$ cat src/rtl/shift_register_universal.sv
`default_nettype none
// ============================================================================
// Module   : shift_register_universal
// Purpose  : WIDTH-bit bidirectional shift register with four fill modes,
//            parallel load and an autonomous N-shift burst with busy/done.
// Revision : 1.0
// ============================================================================
module shift_register_universal #(
    parameter int WIDTH = 8,
    parameter int CNT_W = $clog2(WIDTH + 1)
) (
    input  logic             clk,
    input  logic             rst,
    input  logic             load_i,
    input  logic [WIDTH-1:0] data_i,
    input  logic             enable_i,
    input  logic             dir_i,
    input  logic [1:0]       mode_i,
    input  logic             serial_i,
    input  logic             start_i,
    input  logic [CNT_W-1:0] count_i,
    output logic [WIDTH-1:0] data_o,
    output logic             serial_o,
    output logic             busy_o,
    output logic             done_o
);

    typedef enum logic [0:0] {
        ST_IDLE  = 1'b0,
        ST_BURST = 1'b1
    } state_t;

    localparam logic [1:0] MODE_SERIAL = 2'b00;
    localparam logic [1:0] MODE_ROTATE = 2'b01;
    localparam logic [1:0] MODE_ARITH  = 2'b10;

    state_t           state_q, state_d;
    logic [WIDTH-1:0] reg_q,   reg_d;
    logic [CNT_W-1:0] cnt_q,   cnt_d;
    logic             dir_q,   dir_d;
    logic [1:0]       mode_q,  mode_d;
    logic             done_q,  done_d;

    // One shift step; dir=1 moves bits toward the MSB.
    function automatic logic [WIDTH-1:0] shift_step(
        input logic [WIDTH-1:0] v,
        input logic             dir,
        input logic [1:0]       mode,
        input logic             sin
    );
        logic fill;
        fill = 1'b0;
        if (dir) begin
            case (mode)
                MODE_SERIAL: fill = sin;
                MODE_ROTATE: fill = v[WIDTH-1];
                default:     fill = 1'b0;
            endcase
            shift_step = {v[WIDTH-2:0], fill};
        end else begin
            case (mode)
                MODE_SERIAL: fill = sin;
                MODE_ROTATE: fill = v[0];
                MODE_ARITH:  fill = v[WIDTH-1];
                default:     fill = 1'b0;
            endcase
            shift_step = {fill, v[WIDTH-1:1]};
        end
    endfunction

    always_comb begin
        state_d = state_q;
        reg_d   = reg_q;
        cnt_d   = cnt_q;
        dir_d   = dir_q;
        mode_d  = mode_q;
        done_d  = 1'b0;
        case (state_q)
            ST_IDLE: begin
                if (load_i) begin
                    reg_d = data_i;
                end else if (start_i) begin
                    if (count_i != '0) begin
                        dir_d   = dir_i;
                        mode_d  = mode_i;
                        cnt_d   = count_i;
                        state_d = ST_BURST;
                    end else begin
                        done_d = 1'b1;
                    end
                end else if (enable_i) begin
                    reg_d = shift_step(reg_q, dir_i, mode_i, serial_i);
                end
            end
            ST_BURST: begin
                if (load_i) begin
                    // Abort: no completion pulse for a cancelled burst.
                    reg_d   = data_i;
                    cnt_d   = '0;
                    state_d = ST_IDLE;
                end else begin
                    reg_d = shift_step(reg_q, dir_q, mode_q, serial_i);
                    cnt_d = cnt_q - CNT_W'(1);
                    if (cnt_q == CNT_W'(1)) begin
                        state_d = ST_IDLE;
                        done_d  = 1'b1;
                    end
                end
            end
            default: state_d = ST_IDLE;
        endcase
    end

    always_ff @(posedge clk) begin
        if (rst) begin
            state_q <= ST_IDLE;
            reg_q   <= '0;
            cnt_q   <= '0;
            dir_q   <= 1'b0;
            mode_q  <= 2'b00;
            done_q  <= 1'b0;
        end else begin
            state_q <= state_d;
            reg_q   <= reg_d;
            cnt_q   <= cnt_d;
            dir_q   <= dir_d;
            mode_q  <= mode_d;
            done_q  <= done_d;
        end
    end

    logic dir_sel;
    assign dir_sel  = (state_q == ST_BURST) ? dir_q : dir_i;
    assign data_o   = reg_q;
    assign serial_o = dir_sel ? reg_q[WIDTH-1] : reg_q[0];
    assign busy_o   = (state_q == ST_BURST);
    assign done_o   = done_q;

endmodule
`default_nettype wire
$ cat config.mk
export PLATFORM = sky130hd
export DESIGN_NAME = shift_register_universal
export DESIGN_NICKNAME = d
export VERILOG_FILES = /design/src/rtl/shift_register_universal.sv
export SDC_FILE = /design/constraint.sdc
export NUM_CORES = 1
export LEC_CHECK = 0
export CORE_MARGIN = 2
export CORE_UTILIZATION = 42
export CTS_BUF_LIST = sky130_fd_sc_hd__clkbuf_16
export CTS_CLUSTER_SIZE = 20
export DETAILED_ROUTE_END_ITERATION = 12
export GPL_TIMING_DRIVEN = 1
export PLACE_DENSITY = 0.75
export SLEW_MARGIN = 20
export SYNTH_ARGS = -nofsm -noshare
export SYNTH_HDL_FRONTEND = slang
export SYNTH_SLANG_ARGS = --single-unit
$ cat constraint.sdc
create_clock -name clk -period 1.5 [get_ports clk]
set_clock_uncertainty 0.2 [all_clocks]
set_input_delay 0.3 -clock clk [delete_from_list [all_inputs] [get_ports clk]]
set_output_delay 0.3 -clock clk [all_outputs]
set_load 0.01 [all_outputs]
### Yosys cells after proc, flatten, opt, wreduce, memory -nomap -nowiden

Index checks and enable logic that the tools add are counted.

* $add $sub $neg: 1
* multipliers: 0
* divide/modulo/power cells: 0
* order comparisons: 0
* equal/unequal tests: 12
* shifts and indexed selects: 0
* multiplexer cells: 30
* bitwise gates (word level): 2
* reductions and logical operators: 7

Operators with widths (number)
* 2-to-1 mux 8 bit: 6
* 2-to-1 mux 4 bit: 4
* case mux 8 bit (2 select lines): 1
* 2-to-1 mux 1 bit: 12
* != test 4 bit, second input constant: 2
* case mux 1 bit (2 select lines): 4
* case mux 4 bit (2 select lines): 1
* AND reduction 4 bit: 2
* != test 2 bit, second input constant: 3
* != test 3 bit, second input constant: 2
* case mux 1 bit (3 select lines): 2
* == test 2 x 1 -> 1 bit, second input constant: 2
* == test 2 bit, second input constant: 2
* == test 4 x 1 -> 1 bit, second input constant: 1
* logical NOT 2 bit: 2
* nonzero test 4 bit: 1
* subtractor 4 x 1 -> 4 bit, second input constant: 1
* AND reduction 3 bit: 1
* NOT 1 bit: 2
* AND reduction 2 bit: 1

* register bits: 17
* bits in latches: 0
* RAM bits: 0
* memory bits (read-only): 0
* output and inout bits: 11
* word-level logic and storage cells: 59
* memories: 0

### Longest topological paths before layout

* word-level depth: 7
* depth in mapped cells: 7

### Worst setup path before layout

OpenSTA, ideal clock, no wires.

* path kind: register to register
* start point: register state_q (netlist: busy_o)
* end point: register reg_q[7] (netlist: data_o[7])
* setup time: 129 ps
* data arrival time: 1320 ps
* data required time: 1171 ps
* path slack: -148 ps
* stages on the path, launching flop included: 7
* buffers on the path: 1
* period minus slack after synthesis: 1648 ps
* path through: dfxtp_1 -> buf_6 -> mux2_2 -> a21oi_1 -> o311ai_0 -> nand2_1 -> a21oi_2

* longest elaborated chain between the ends: 3

Ends and longest elaborated chain
* start: declaration: line 37 `state_t state_q, state_d;`
* start signal: assignment: line 123 `state_q <= state_d;`
* NOT 1 bit
* != test 4 bit (no line) / != test 3 bit (equally long branches)
* AND reduction 4 bit (no line)
* end signal: assignment: line 124 `reg_q <= reg_d;`
* end: declaration: line 38 `logic [WIDTH-1:0] reg_q, reg_d;`

Parallel ways exist; a longest one is shown, timed or not.
A chain may end at the register's enable or synchronous reset.

### Worst setup path after layout

* start point: register state_q (netlist: busy_o)
* end point: output port serial_o

* longest elaborated chain between the ends: 2

Ends and longest elaborated chain
* 2-to-1 mux 1 bit: line 133 `assign dir_sel = (state_q == ST_BURST) ? dir_q : dir_i;`
* 2-to-1 mux 1 bit: line 135 `assign serial_o = dir_sel ? reg_q[WIDTH-1] : reg_q[0];`
* end: declaration: line 23 `output logic serial_o,`

Every way passes these cells.

==> results.py <==
metrics = {
    "outcome": {
        "outcome": "complete, but fails checks",
        "violations": "negative setup slack",
    },
    "critical_path": {
        "worst_setup_path_start_kind": "flop",
        "cp_common_cell": "nand2_1",
        "cp.arrival_ns": 1.23,
        "critical_path_class": "reg2out",
        "crit_buf_inv": 2,
        "reg2reg_slack_ns": -0.18,
        "critical-path-top-delay-family": "flip-flops",
        "critPathMaxFanout": 3,
        "crit_chain": "buf_6 -> mux2_4 -> nand2_1 -> nand2_1 -> buf_2",
        "critPathMaxStageDelay_ns": 0.35,
        "crit_path_top_delay_cell": "dfxtp_4",
        "endpoint_kind": "output pin",
        "worst-endpoint-required_ns": 1.00,
    },
    "sta": {
        "slew_violations": 0,
        "slew_headroom_pct": 76.9,
        "setup_viol": 8,
        "max_freq_mhz": 578,
        "finalWorstSetupSlack_ns": -0.231,
        "period_share_pct": 115,
        "min_period_ns": 1.73,
        "rsz0062_at_grt": "true",
        "tightest_slew_ns": 0.345,
        "fin_tns_setup_ns": -0.737,
        "hold_viol": 0,
    },
    "synth": {
        "ys_ff_latch": 17,
        "ys_types": 34,
        "yosys_warnings": 0,
        "syn_inst": 145,
        "syn_area_per_cell_sq_um": 7.65,
        "synth_top_flop_cell": "dfxtp_1",
        "async_flop_share_pct": 0,
        "syn-num-nets": 168,
        "ys_seq_area_share_pct": 30.7,
        "netlist_area_sq_mm": 0.00111,
        "synth-edff-count": 0,
    },
    "clock_tree": {
        "cts_root_buf": "clkbuf_16",
        "ctsHoldBuffers": 0,
        "worstSkewPairLatency_ns": 0.25,
        "cts_buffers": 3,
        "clockBufferDepth": 2,
        "htreeDepth": 1,
        "cts.sink_count": 17,
        "path_clk_slew_ns": 0.05,
        "cts_tree": "done",
    },
    "cells_and_area": {
        "multi_input_area_sq_um": 737,
        "fillers": 223,
        "layout.cells.most_common_list": "nor2_1 (23), buf_4 (21), a21oi_1 (17)",
        "drive_gt1_share_pct": 29.0,
        "final_common_cell": "nor2_1",
        "fin_util_pct": 69.2,
        "seq_area_sq_um": 348,
        "num-nets-final": 224,
        "area_delta_synth_final_pct": 55.9,
        "antenna_cells": 0,
    },
    "global_routing": {
        "grt_overflow": 0,
        "grt_max_degree": 12,
        "antenna_found_initial": 0,
        "grt_pass1_wl_microns": 5290,
        "grt_pass1_vias": 1178,
        "grt.total_usage_pct": 21.1,
    },
    "pwr": {
        "netSwitchingFraction_pct": 28.1,
        "ir_worst_vdd_mv": 0.563,
        "p_leak_nw": 0.786,
        "power.total_w": 0.00146,
        "switchingPower_w": 0.000411,
        "p_seq_share_pct": 35.8,
        "clkPwrFrac_pct": 36.7,
        "intPower_w": 0.00105,
        "power_density_mw_per_mm2": 844,
        "p_comb_share_pct": 27.5,
    },
    "placement": {
        "hpwl_microns": 2170,
        "gp_congestion": 0.848,
        "post-place-ws_ns": -0.709,
        "port_buffers": 31,
    },
    "detailed_routing": {
        "wl_per_cell_microns": 13.6,
        "dr.pass1.iters": 4,
        "wl_microns": 3130,
        "vias": 1194,
        "drt_iter0_drc": 26,
        "drc": 0,
        "vias_per_cell": 5.19,
        "postRouteAntennaNets": 0,
    },
    "floorplanning": {
        "num_io_pins": 32,
        "core-area_sq_mm": 0.00250,
        "die_w_microns": 55.4,
        "initial_utilization_pct": 44.4,
        "fp.dieH_microns": 55.4,
        "dieArea_sq_mm": 0.00307,
        "rows": 18,
    },
    "flow_run": {
        "cap_violations": 0,
    },
    "worst_hold_path": {
        "hold_class": "in2reg",
    },
}
## through the flow
| step | hold slack (ns) | instances | area (sq um) |
|---|---|---|---|
| after global placement | 0.279 | 220 | 1580 |
| after global routing | 0.314 | 230 | 1730 |
| after CTS | 0.295 | 229 | 1700 |
| after detailed placement | 0.292 | 220 | 1580 |
| after floorplan | 0.247 | 145 | 1120 |
| final | 0.269 | 230 | 1730 |
## cell families after synthesis
logic type | synth area share [%]
compound gates | 20.5
xor+xnor | 1.58
fa+ha+maj | 2.25
buf+inv | 6.99
flops | 30.7
mux | 10.0
simple gates | 28.0
## layout make-up
class,count,area share [%]
clock buffers,3,4.34
clock inverters,1,0.217
inverters,10,2.17
multi-input cells,111,42.6
flip-flops and latches,17,20.1
well taps,30,2.17
repair buffers,58,28.4
## worst paths after layout
path              startpoint        end  cells past startpoint
setup reg to reg       dir_q  data_o[7]                      6
hold reg to reg    data_o[1]  data_o[1]                      2
setup / recovery      busy_o   serial_o                      5
hold / removal     mode_i[1]  mode_q[1]                      4
## routing by layer
metal  GRT usage (%)  up-vias  wire, microns  share of wire, %
li1                -      605              -                 -
met1            27.6      557           1480                47
met2            35.0       29           1530                49
met3            3.98        3            111               3.5
met4            6.62        0             21              0.67
met5               0        -              0                 0
## worst reg2reg max path: cells and delay by family, from the launching register on
kind | cells | cell delay [ns]
AOI/OAI and AO/OA | 2 | 0.21
buffers and inverters | 1 | 0.15
DFF | 1 | 0.33
and+or+nand+nor | 3 | 0.68
## registers in the layout, indices dropped and copies added, names as in the netlist
register  flops
data_o        8
cnt_q         4
busy_o        1
mode_q        2
dir_q         1
done_o        1
## repair_timing
item / in CTS / in global routing
resized for setup: 47 / 22
setup endpoints to repair: 28 / 17
cloned: 1 / 0
buffers inserted: 4 / 2
pin swaps: 14 / 15
## power groups by stage
stage	clock (W)	sequential, W	combinational (W)
finish	0.000536	0.000523	0.000402
global route	0.000561	0.000527	0.000443
CTS	0.000536	0.000520	0.000389
detailed placement	0	0.000530	0.000385
global placement	0	0.000527	0.000376
floorplan	0	0.000533	0.000190
## cells in the mapped netlist (2+ instances only)
| master | n | share of area (%) |
|---|---|---|
| xor2_1 | 2 | 1.6 |
| nor3_1 | 6 | 2.7 |
| o21ai_0 | 9 | 4.1 |
| inv_1 | 10 | 3.4 |
| clkbuf_1 | 2 | 0.68 |
| buf_2 | 2 | 0.90 |
| nor2_1 | 27 | 9.1 |
| nor2b_1 | 2 | 1.1 |
| ha_1 | 2 | 2.3 |
| a21oi_1 | 19 | 8.6 |
| a21oi_2 | 2 | 1.6 |
| nor4_4 | 2 | 3.8 |
| mux2i_1 | 10 | 9.0 |
| nand2_1 | 13 | 4.4 |
| dfxtp_1 | 17 | 31 |
| nand2b_1 | 2 | 1.1 |
(Power assumes the default switching activity.)
==> edit 1: new RTL, same flow settings <==
Set the parameter `WIDTH` to 16 (it was 8).
--- a/src/rtl/shift_register_universal.sv
+++ b/src/rtl/shift_register_universal.sv
@@ -6,7 +6,7 @@
 // Revision : 1.0
 // ============================================================================
 module shift_register_universal #(
-    parameter int WIDTH = 8,
+    parameter int WIDTH = 16,
     parameter int CNT_W = $clog2(WIDTH + 1)
 ) (
     input  logic             clk,
Interface: changed (resized count_i, data_i and data_o); port bits go from 32 to 49. No check against the original RTL was run, so the function may have changed too.
==> edit 1 against the unedited design <==
- largest power group is now registers
- wire length is 75% higher
- area after synthesis grew 51%
- maximum frequency is 3.8% lower
- design area is 62% higher
- worst setup slack worse by 0.068 ns
- total power grew 41%
- the run still ends with negative setup slack left
- sequential cell count grew 9
- sequential power is 50% higher
==> edit 1: results (changes against the unedited design) <==
[metrics] max-slew headroom at the worst pin: 75.01% (was 76.91%)
[metrics] outcome: finished, violations left (unchanged)
[metrics] post-detail-place hpwl: 3601 um (was 2175 um)
[metrics] Area contributors post-synth: sky130_fd_sc_hd__dfxtp_1 (31%), sky130_fd_sc_hd__mux2_2 (11%), sky130_fd_sc_hd__mux2i_1 (6.0%) (was sky130_fd_sc_hd__dfxtp_1 (31%), sky130_fd_sc_hd__nor2_1 (9.1%), sky130_fd_sc_hd__mux2i_1 (9.0%))
[metrics] crit path setup slack, layout: -0.2996 ns (was -0.2313 ns)
[metrics] cell types with the highest counts after synthesis: sky130_fd_sc_hd__dfxtp_1 (26), sky130_fd_sc_hd__nand2_1 (18), sky130_fd_sc_hd__a21oi_1 (17) (was sky130_fd_sc_hd__nor2_1 (27), sky130_fd_sc_hd__a21oi_1 (19), sky130_fd_sc_hd__dfxtp_1 (17))
[metrics] iteration-0 DRC count of the detailed router: 165 (was 26)
[metrics] P_leak: 1.221 nW (was 0.7861 nW)
[metrics] reg2reg end: data_o[2] (was data_o[7])
[metrics] net load switching power: 0.0005904 W (was 0.0004105 W)
[metrics] First-pass DRT Iterations: 6 (was 4)
[metrics] WL met2: 2678 um (was 1525 um)
[metrics] proportion of layout cells with a drive suffix above 1: 35.86% (was 29.00%)
[metrics] number of setup violations in the final report: 23 (was 8)
[metrics] placed standard-cell area: 0.002465 mm2 (was 0.001584 mm2)
[metrics] pin count of the biggest net entering global routing: 15 (was 12)
[metrics] cell count of the worst reg-to-reg path: 5 (was 6)
[metrics] placer's final routability congestion estimate: 0.9221 (was 0.8481)
[metrics] max reg flops: 16 (was 8)
[metrics] fill count: 263 (was 223)
[metrics] total number of vias: 1951 (was 1194)
[metrics] hold path endpoint: cnt_q[4] (was mode_q[1])
[metrics] highest fanout seen on the critical path: 2 (was 3)
[metrics] sequential area share after synthesis: 31.11% (was 30.67%)
[metrics] number of buffer cells added on primary ports: 48 (was 31)
[metrics] worst min path class: input pin to flop (unchanged)
[metrics] routed metal-1 wire length: 2383 um (was 1476 um)
[metrics] post-route non-filler standard cell count: 338 (was 230)
[metrics] Unique masters post-synth: 42 (was 34)
[metrics] delay contributed by the slowest stage of the critical path: 0.37 ns (was 0.35 ns)
[metrics] average wire length per cell after detail routing: 16.26 um (was 13.63 um)
[metrics] wire length on met3: 349 um (was 111 um)
[metrics] net total in the final layout: 323 (was 224)
[metrics] violated checks: negative setup slack (unchanged)
[metrics] Hold Path Origin: count_i[4] (was mode_i[1])
[metrics] Hold Worst Slack: 0.2322 ns (was 0.2687 ns)
[metrics] combined global-route utilization of all metal layers: 23.87% (was 21.13%)
[metrics] first-pass GRT wire length: 8369 um (was 5285 um)
[metrics] synthesized net count: 235 (was 168)
[metrics] via count of the first global-routing pass: 1729 (was 1178)
[metrics] synthesized area divided by synthesized cell count: 8.241 um2 (was 7.654 um2)
## edit 1: cell count changes in the layout (fill, tap and decap cells not counted), sizes merged, moves of 5 or more
cell	before	now
nand2	13	18
nor2	27	16
nand2b	2	14
dfxtp	17	26
clkdlybuf4s50	9	18
o211ai	1	12
buf	30	55
mux2	1	16
dlygate4sd2	12	19
inv	11	6
## edit 1: cell families (layout without fill, tap and decap cells)
group,count (synthesis),after routing,share of synthesized area (%)
AND/OR/NAND/NOR,71,71,21.17
AO/OA/AOI/OAI,54,54,22.51
multiplexers,26,26,16.75
flip-flops,26,26,31.11
buffers and inverters,22,109,5.908
adder cells (fa/ha/maj),2,2,1.496
XOR/XNOR,2,2,1.047
## edit 1: critical path: cells and delay by family, from the launching register on
family                 cells  cell delay, ns
buffers and inverters      1            0.12
DFF                        1            0.37
muxes                      2            0.56
## edit 1: how the worst max path moves through the flow
| stage | depth (start not counted) | slack (ns) | endpoint |
|---|---|---|---|
| 2_1_floorplan | 5 | -0.16 | data_o[6] |
| 3_3_place_gp | 4 | -0.74 | serial_o |
| 3_5_place_dp | 4 | -0.75 | serial_o |
| 4_1_cts | 3 | -0.31 | serial_o |
| 5_1_grt | 5 | -0.35 | data_o[2] |
| 6_report | 3 | -0.30 | serial_o |
## edit 1: layout make-up
| class | instances | area (um2) | area share, % |
|---|---|---|---|
| well taps | 48 | 60.06 | 2.148 |
| flip-flops and latches | 26 | 531.8 | 19.02 |
| repair buffers | 99 | 909.6 | 32.53 |
| inverters | 6 | 30.03 | 1.074 |
| clock buffers | 3 | 75.07 | 2.685 |
| clock inverters | 1 | 3.754 | 0.1342 |
| multi-input cells | 155 | 1186 | 42.42 |
## edit 1: repair_timing
action                                  in CTS  in global routing
cloned                                       0                  1
setup buffers                                6                  8
pin swaps                                    7                 11
gates resized for setup                     60                 40
endpoints found under the setup margin      45                 28
## edit 1: through the flow
step | setup slack [ns] | setup TNS (ns) | power, W
after floorplan | -0.1631 | -2.350 | 0.001099
after global placement | -0.7394 | -14.35 | 0.001392
after detailed placement | -0.7518 | -14.89 | 0.001401
after CTS | -0.3095 | -3.467 | 0.001996
after global routing | -0.3526 | -4.678 | 0.002157
final | -0.2996 | -3.341 | 0.002059
## edit 1: routing by layer
metal | vias up | GRT usage [%]
met4 | 0 | 6.122
met2 | 97 | 38.00
li1 | 916 | -
met5 | - | 0
met3 | 10 | 2.027
met1 | 928 | 34.53
## edit 1: power groups by stage
stage	logic, W	registers [W]	clock network [W]
CTS	0.000601	0.000786	0.000609
floorplan	0.000284	0.000815	0
global route	0.000728	0.000794	0.000635
finish	0.000674	0.000787	0.000599
detailed placement	0.000601	0.000800	0
global placement	0.000592	0.000799	0
==> edit 2: new RTL, config.mk and constraints unchanged <==
Made on the original files. Reset style: asynchronous (`rst`), changed in one clocked block.
--- a/src/rtl/shift_register_universal.sv
+++ b/src/rtl/shift_register_universal.sv
@@ -111,7 +111,7 @@
         endcase
     end
 
-    always_ff @(posedge clk) begin
+    always_ff @(posedge clk or posedge rst) begin
         if (rst) begin
             state_q <= ST_IDLE;
             reg_q   <= '0;
Formal check against the unedited RTL: differs if rst is asserted again (counterexample within 4 cycles, from zero or initial values and one cycle with rst high); with rst held inactive, the same outputs for 10 cycles.
==> edit 2 against the unedited design <==
- the run still ends with negative setup slack left
- core utilization rose by 6.1 points
- design area is 5.9% higher
- area after synthesis is 4.4% lower
- worst setup slack worse by 0.13 ns
- sequential cell count is the same
- die area shrank 4.1%
- wire length grew 1.2%
- critical path type unchanged
Power is not compared: it rests on default switching activity, and its combinational part moved more than twofold at a synthesized area within 25%.
==> edit 2: results (changes against the unedited design) <==
[metrics] outcome: finished, violations left (unchanged)
[metrics] violated checks: negative setup slack (unchanged)
[metrics] antenna-violating nets left: 0 (unchanged)
[metrics] worst flop-to-flop path startpoint: busy_o (was dir_q)
[metrics] combined global-route utilization of all metal layers: 22.61% (was 21.13%)
[metrics] fill count: 176 (was 223)
[metrics] iteration-0 DRC count of the detailed router: 24 (was 26)
[metrics] signal arrival time at the worst endpoint: 1.37 ns (was 1.23 ns)
[metrics] crit path setup slack, layout: -0.3657 ns (was -0.2313 ns)
[metrics] Area contributors post-synth: sky130_fd_sc_hd__dfrtp_1 (40%), sky130_fd_sc_hd__mux2_2 (7.4%), sky130_fd_sc_hd__mux2_4 (5.7%) (was sky130_fd_sc_hd__dfxtp_1 (31%), sky130_fd_sc_hd__nor2_1 (9.1%), sky130_fd_sc_hd__mux2i_1 (9.0%))
[metrics] P_leak: 0.8757 nW
[metrics] Register-to-Register Setup Slack: -0.31 ns (was -0.18 ns)
[metrics] pre-CTS WS: -0.7723 ns (was -0.7087 ns)
[metrics] first-pass GRT wire length: 4692 um (was 5285 um)
[metrics] placer's final routability congestion estimate: 0.8721 (was 0.8481)
[metrics] Hold Worst Slack: 0.1647 ns (was 0.2687 ns)
[metrics] cell types with the highest counts after synthesis: sky130_fd_sc_hd__dfrtp_1 (17), sky130_fd_sc_hd__mux2_2 (7), sky130_fd_sc_hd__inv_1 (6) (was sky130_fd_sc_hd__nor2_1 (27), sky130_fd_sc_hd__a21oi_1 (19), sky130_fd_sc_hd__dfxtp_1 (17))
[metrics] First-pass DRT Iterations: 4 (unchanged)
[metrics] number of setup violations in the final report: 19 (was 8)
[metrics] P per Cell Area: 1202 mW/mm2
[metrics] share of async-settable or async-resettable flops after synthesis: 100.0% (was 0%)
[metrics] post-detail-place hpwl: 2126 um (was 2175 um)
[metrics] net total in the final layout: 184 (was 224)
[metrics] worst min path class: input pin to asynchronous set/reset pin (was input pin to flop)
[metrics] VDD IR max: roughly 1 mV
[metrics] synthesized net count: 121 (was 168)
[metrics] cell count of the worst reg-to-reg path: 5 (was 6)
[metrics] final WL: 3173 um (was 3134 um)
[metrics] maximum clock insertion buffer count: 2 (unchanged)
[metrics] total number of vias: 1052 (was 1194)
[metrics] highest fanout seen on the critical path: 2 (was 3)
[metrics] proportion of layout cells with a drive suffix above 1: 43.75% (was 29.00%)
[metrics] reg2reg end: data_o[2] (was data_o[7])
[metrics] transition at the pin with the smallest max-transition slack: 0.3421 ns (was 0.3453 ns)
[metrics] via count of the first global-routing pass: 1007 (was 1178)
[metrics] pin count of the biggest net entering global routing: 18 (was 12)
[metrics] placed standard-cell area: 0.001592 mm2 (was 0.001584 mm2)
[metrics] max reg flops: 8 (unchanged)
[metrics] sequential area share after synthesis: 40.09% (was 30.67%)
[metrics] clock-pin slew of the registers on the worst-case setup and hold paths: 0.05 ns (about the same)
## edit 2: changes by cell type in the layout (fill, tap and decap cells not counted), sizes merged, moves of 7 or more
cell / delta
nand2: -11
dfxtp: -17
dfrtp: +17
o21ai: -10
mux2: +11
nor2: -22
mux2i: -7
a21oi: -18
## edit 2: worst min-delay path by stage
stage | end | cells past startpoint
after global placement | data_o[5] | 1
after floorplan | busy_o | 1
final | dir_q | 3
after detailed placement | data_o[1] | 1
after global routing | mode_q[1] | 3
after CTS | data_o[5] | 3
## edit 2: timing repair
action                                  CTS  global route
pin swaps                                 9             2
buffers inserted                          5             2
endpoints found under the setup margin   27            17
resized for setup                        55            10
## edit 2: through the flow
stage,setup TNS (ns),cells,total power (W)
global route,-4.727,190,0.002326
global placement,-8.988,179,0.001482
CTS,-3.539,188,0.002126
floorplan,-2.694,98,0.001151
finish,-4.020,190,0.002204
detailed placement,-9.486,179,0.001509
## edit 2: layer usage
metal / global-route usage, % / vias to the layer above / routed length, um
met5: 0 / - / 0
met4: 3.750 / 0 / 14
met3: 4.918 / 2 / 172
met2: 40.36 / 31 / 1709
met1: 28.25 / 519 / 1277
li1: - / 500 / -
## edit 2: power breakdown
part	switching, W	leakage (nW)	internal [W]
sequential	0.000114	0.209	0.000569
combinational	0.000422	0.625	0.000576
clock	0.000169	0.0423	0.000353
## edit 2: logic make-up after synthesis
kind of cell,Yosys count,synth area share (%)
AOI/OAI and AO/OA,32,23.00
DFF,17,40.09
buffers and inverters,10,4.363
adders and majority gates,2,2.358
muxes,15,18.16
xor gates and xnor gates,1,0.8256
and+or+nand+nor,21,11.20
## edit 2: final cells by class
| type | instances | share of cell area (%) |
|---|---|---|
| Clock inverter | 1 | 0.2048 |
| Multi-Input combinational cell | 71 | 39.73 |
| Clock buffer | 3 | 4.096 |
| Sequential cell | 17 | 23.28 |
| Timing Repair Buffer | 62 | 29.42 |
| Tap cell | 30 | 2.048 |
| Inverter | 6 | 1.229 |
## edit 2: critical path, cell delays in order (launching register included)
cell and delay (ns):
sky130_fd_sc_hd__dfrtp_2 0.40, sky130_fd_sc_hd__mux2i_4 0.27, sky130_fd_sc_hd__mux2_4 0.33, sky130_fd_sc_hd__buf_6 0.12
